$ cat src/rtl/pipe_stage_reg.sv
// Inter-stage pipeline register with valid/ready handshake, flush, halt freeze
// and an optional skid entry that makes in_ready a pure register output.
module pipe_stage_reg #(
  parameter int CTRL_W = 3,
  parameter int DATA_W = 72,
  parameter bit SKID   = 1'b1
) (
  input  logic              clk,
  input  logic              reset,
  input  logic              halted,
  input  logic              flush,
  input  logic              in_valid,
  output logic              in_ready,
  input  logic [CTRL_W-1:0] in_ctrl,
  input  logic [DATA_W-1:0] in_data,
  output logic              out_valid,
  input  logic              out_ready,
  output logic [CTRL_W-1:0] out_ctrl,
  output logic [DATA_W-1:0] out_data,
  output logic [1:0]        occupancy
);

  logic              valid_q, skid_valid;
  logic [CTRL_W-1:0] ctrl_q, skid_ctrl;
  logic [DATA_W-1:0] data_q, skid_data;
  logic              push, pop, main_load;

  assign out_valid = valid_q & ~halted;
  // ctrl_q is already cleared when empty; the gate also hides it during halt
  assign out_ctrl  = out_valid ? ctrl_q : '0;
  assign out_data  = data_q;
  assign occupancy = 2'(valid_q) + 2'(skid_valid);

  assign push      = in_valid & in_ready;
  assign pop       = out_valid & out_ready;
  assign main_load = pop | ~valid_q;

  // Main entry: refills from skid when it holds something, else from input
  always_ff @(posedge clk) begin
    if (reset || flush) begin
      valid_q <= 1'b0;
      ctrl_q  <= '0;
    end else if (!halted && main_load) begin
      if (skid_valid) begin
        valid_q <= 1'b1;
        ctrl_q  <= skid_ctrl;
      end else begin
        valid_q <= push;
        ctrl_q  <= push ? in_ctrl : '0;
      end
    end
  end

  always_ff @(posedge clk) begin
    if (!halted && main_load)
      data_q <= skid_valid ? skid_data : in_data;
  end

  generate
    if (SKID) begin : g_skid
      assign in_ready = ~skid_valid & ~halted;

      always_ff @(posedge clk) begin
        if (reset || flush) begin
          skid_valid <= 1'b0;
          skid_ctrl  <= '0;
        end else if (!halted) begin
          if (skid_valid && main_load) begin
            skid_valid <= 1'b0;
            skid_ctrl  <= '0;
          end else if (valid_q && !out_ready && push) begin
            skid_valid <= 1'b1;
            skid_ctrl  <= in_ctrl;
          end
        end
      end

      always_ff @(posedge clk) begin
        if (!halted && valid_q && !out_ready && push)
          skid_data <= in_data;
      end
    end else begin : g_noskid
      assign in_ready   = (~valid_q | out_ready) & ~halted;
      assign skid_valid = 1'b0;
      assign skid_ctrl  = '0;
      assign skid_data  = '0;
    end
  endgenerate

endmodule

$ cat config.mk
export PLATFORM = sky130hd
export DESIGN_NAME = pipe_stage_reg
export DESIGN_NICKNAME = d
export VERILOG_FILES = /design/src/rtl/pipe_stage_reg.sv
export SDC_FILE = /design/constraint.sdc
export NUM_CORES = 1
export LEC_CHECK = 0
export CAP_MARGIN = 20
export CORE_ASPECT_RATIO = 0.6
export CORE_UTILIZATION = 56
export DETAILED_ROUTE_END_ITERATION = 8
export DONT_BUFFER_PORTS = 1
export PLACE_DENSITY = 0.72
export SETUP_SLACK_MARGIN = 0.2
export SYNTH_ARGS = -nofsm -noshare
export SYNTH_HDL_FRONTEND = slang
export SYNTH_SLANG_ARGS = --single-unit
$ cat constraint.sdc
create_clock -name clk -period 2.97 [get_ports clk]
set_input_delay 0.594 -clock clk [delete_from_list [all_inputs] [get_ports clk]]
set_output_delay 0.594 -clock clk [all_outputs]
set_load 0.01 [all_outputs]
==> results.cfg <==
[clocking]
cts_tree = built
cts_buffers = 17
insertion_delay_ns = 0.41
clock_sinks = 152
cts_hold_buf = 0
postCtsSetupBuffers = 0
cts.reportedPaths.clkPinSlew_ns = 0.06
cts_root_buffer = clkbuf_16
cts_max_level = 4
clockBufferDepth = 2
cts_resized = 0

[placement]
port_buffers = 0
gp_congestion = 0.673
dp_worst_setup_slack_ns = 0.961
dp_hpwl_um = 5980

[detailed_routing]
drcViolationCount = 0
drt_pass1_iterations = 4
routed_wirelength_um = 9550
ant_nets = 0
dr.first_iter.drc_count = 127
vias = 2463
viasPerCell = 5.73
wl_per_cell_um = 22.2

[cells_and_area]
multiInputGateArea_um2 = 1050
regArea_um2 = 4490
drive_gt1_frac = 0.373
diodes = 0
mostFrequentLayoutCell = edfxtp_1
layout_common_cells = edfxtp_1 (144), mux2_2 (72), clkbuf_16 (17)
fin_nets = 369
fillers = 593
syn_to_final_growth_pct = 15.2

[global_routing]
grt_pass1_wl_um = 14200
antenna_found_initial = 0
grt_start_max_net_pins = 43
grt-ovfl-total = 0
grt_util_all_layers = 0.189
grt_pass1_vias = 2515

[timing]
setup-violations-final = 0
period_share = 0.702
tightestPinTransition_ns = 0.592
finalCriticalPeriod_ns = 2.08
holdWs_ns = 0.274
worst_clock_skew_ns = 0.00717
drv_slew = 0
rsz0062_at_grt = false
fin_ws_ns = 0.886
max_freq_mhz = 480
slew_headroom = 0.604
hold_violations = 0
tns_ns = 0

[logic_synthesis]
ys_seq_elements = 152
mappedNetlistNets = 356
synth_compound_area_frac = 0.0152
synth-simple-area-share = 0.0219
synth_fa_ha_area_frac = 0.00223
synth_cell_type_count = 22
ys_warn_count = 0
seq_area_frac_synth = 0.801
synthXorXnorAreaFrac = 0
synthCells = 274
synth_top_family_by_area = multiplexers
synth_mux_area_frac = 0.147
syn_area_per_cell_um2 = 20.4
synth_area_um2 = 5600

[worst_setup_path]
startpoint_type = flip-flop
cp_cell_sequence = ha_1
critPathRequiredTime_ns = 2.38
cp_max_fo = 42
crit_family = flip-flops
worstSetupPathType = flip-flop to primary output
crit_slowest_cell = dfxtp_4
slowest_delay_ns = 0.70
cp.arrival_ns = 1.49
critPathBufInv = 0
cp-end-kind = primary output

[run]
maxCapViolations = 0

[die]
row_count = 27
die_w_um = 131
core-area_um2 = 9430
ios = 160
die_y_um = 79.5
start_util = 0.594
die_area_um2 = 10400

[pwr]
power_density_nw_per_um2 = 789
power_mw = 5.09
p_leak_nw = 2.11
ir_drop_mv = 0.544

[run_status]
status = complete, no violations

[hold_path]
worstHoldPathType = primary input to flip-flop
-- worst paths after layout --
path / start / end / slack (ns) / depth (start not counted)
hold / removal: in_data[34] / skid_data[34] / 0.27 / 0
setup reg to reg: skid_valid / out_data[66] / 1.01 / 2
setup / recovery: skid_valid / occupancy[0] / 0.89 / 1
hold reg to reg: skid_ctrl[2] / skid_ctrl[2] / 0.45 / 2
-- state kept, by name, summed over array words and instances (netlist names) --
| name | flops |
|---|---|
| out_data | 72 |
| skid_data | 72 |
| ctrl_q | 3 |
| skid_ctrl | 3 |
| skid_valid | 1 |
| valid_q | 1 |
-- cells in the mapped netlist --
cell	count	area (um^2)
nand2_1	3	11.3
mux2i_1	1	10.0
a22oi_1	3	22.5
nor2b_1	4	25.0
o21a_1	1	7.51
o21ai_1	3	15.0
o21ai_0	5	25.0
and2_1	5	31.3
nor3b_4	1	18.8
nor2_1	4	15.0
inv_1	1	3.75
ha_1	1	12.5
a21oi_1	3	15.0
dfxtp_1	8	160
buf_6	2	22.5
nor2_2	1	6.26
mux2_2	72	811
nand3_1	3	15.0
clkbuf_1	1	3.75
buf_2	6	30.0
buf_4	2	15.0
edfxtp_1	144	4320
-- through the flow --
| stage | instances | instance area, um^2 | util |
|---|---|---|---|
| final | 430 | 6450 | 0.684 |
| after floorplan | 274 | 5610 | - |
| after global routing | 430 | 6450 | 0.684 |
| after global placement | 398 | 5750 | 0.610 |
| after detailed placement | 398 | 5750 | 0.610 |
| after CTS | 430 | 6450 | 0.684 |
-- per-layer routing --
metal  GRT usage  wire (um)  up-vias
li1            -          -     1108
met1       0.222       3820     1229
met2       0.277       4390      112
met3       0.112       1180       14
met4      0.0976        159        0
met5           0          0        -
-- cell families after synthesis --
| group | count (synthesis) |
|---|---|
| flops | 152 |
| buf+inv | 12 |
| mux | 73 |
| fa+ha+maj | 1 |
| simple gates | 21 |
| compound gates | 15 |
-- cell type report --
cell class,count,area share
tap,130,0.0252
timing repair buffer,5,0.00776
sequential,152,0.696
multi-input combinational,110,0.163
inverter,1,0.000582
clock inverter,14,0.0417
clock buffer,18,0.0665
-- power breakdown --
group	internal, mW	switching [mW]	total (mW)	leakage, nW
clock network	1.67	0.844	2.52	0.332
registers	2.42	0.0578	2.48	1.42
logic	0.0456	0.0467	0.0923	0.367
total	4.14	0.949	5.09	2.11
Note: power is estimated with default switching activity, not from simulation.
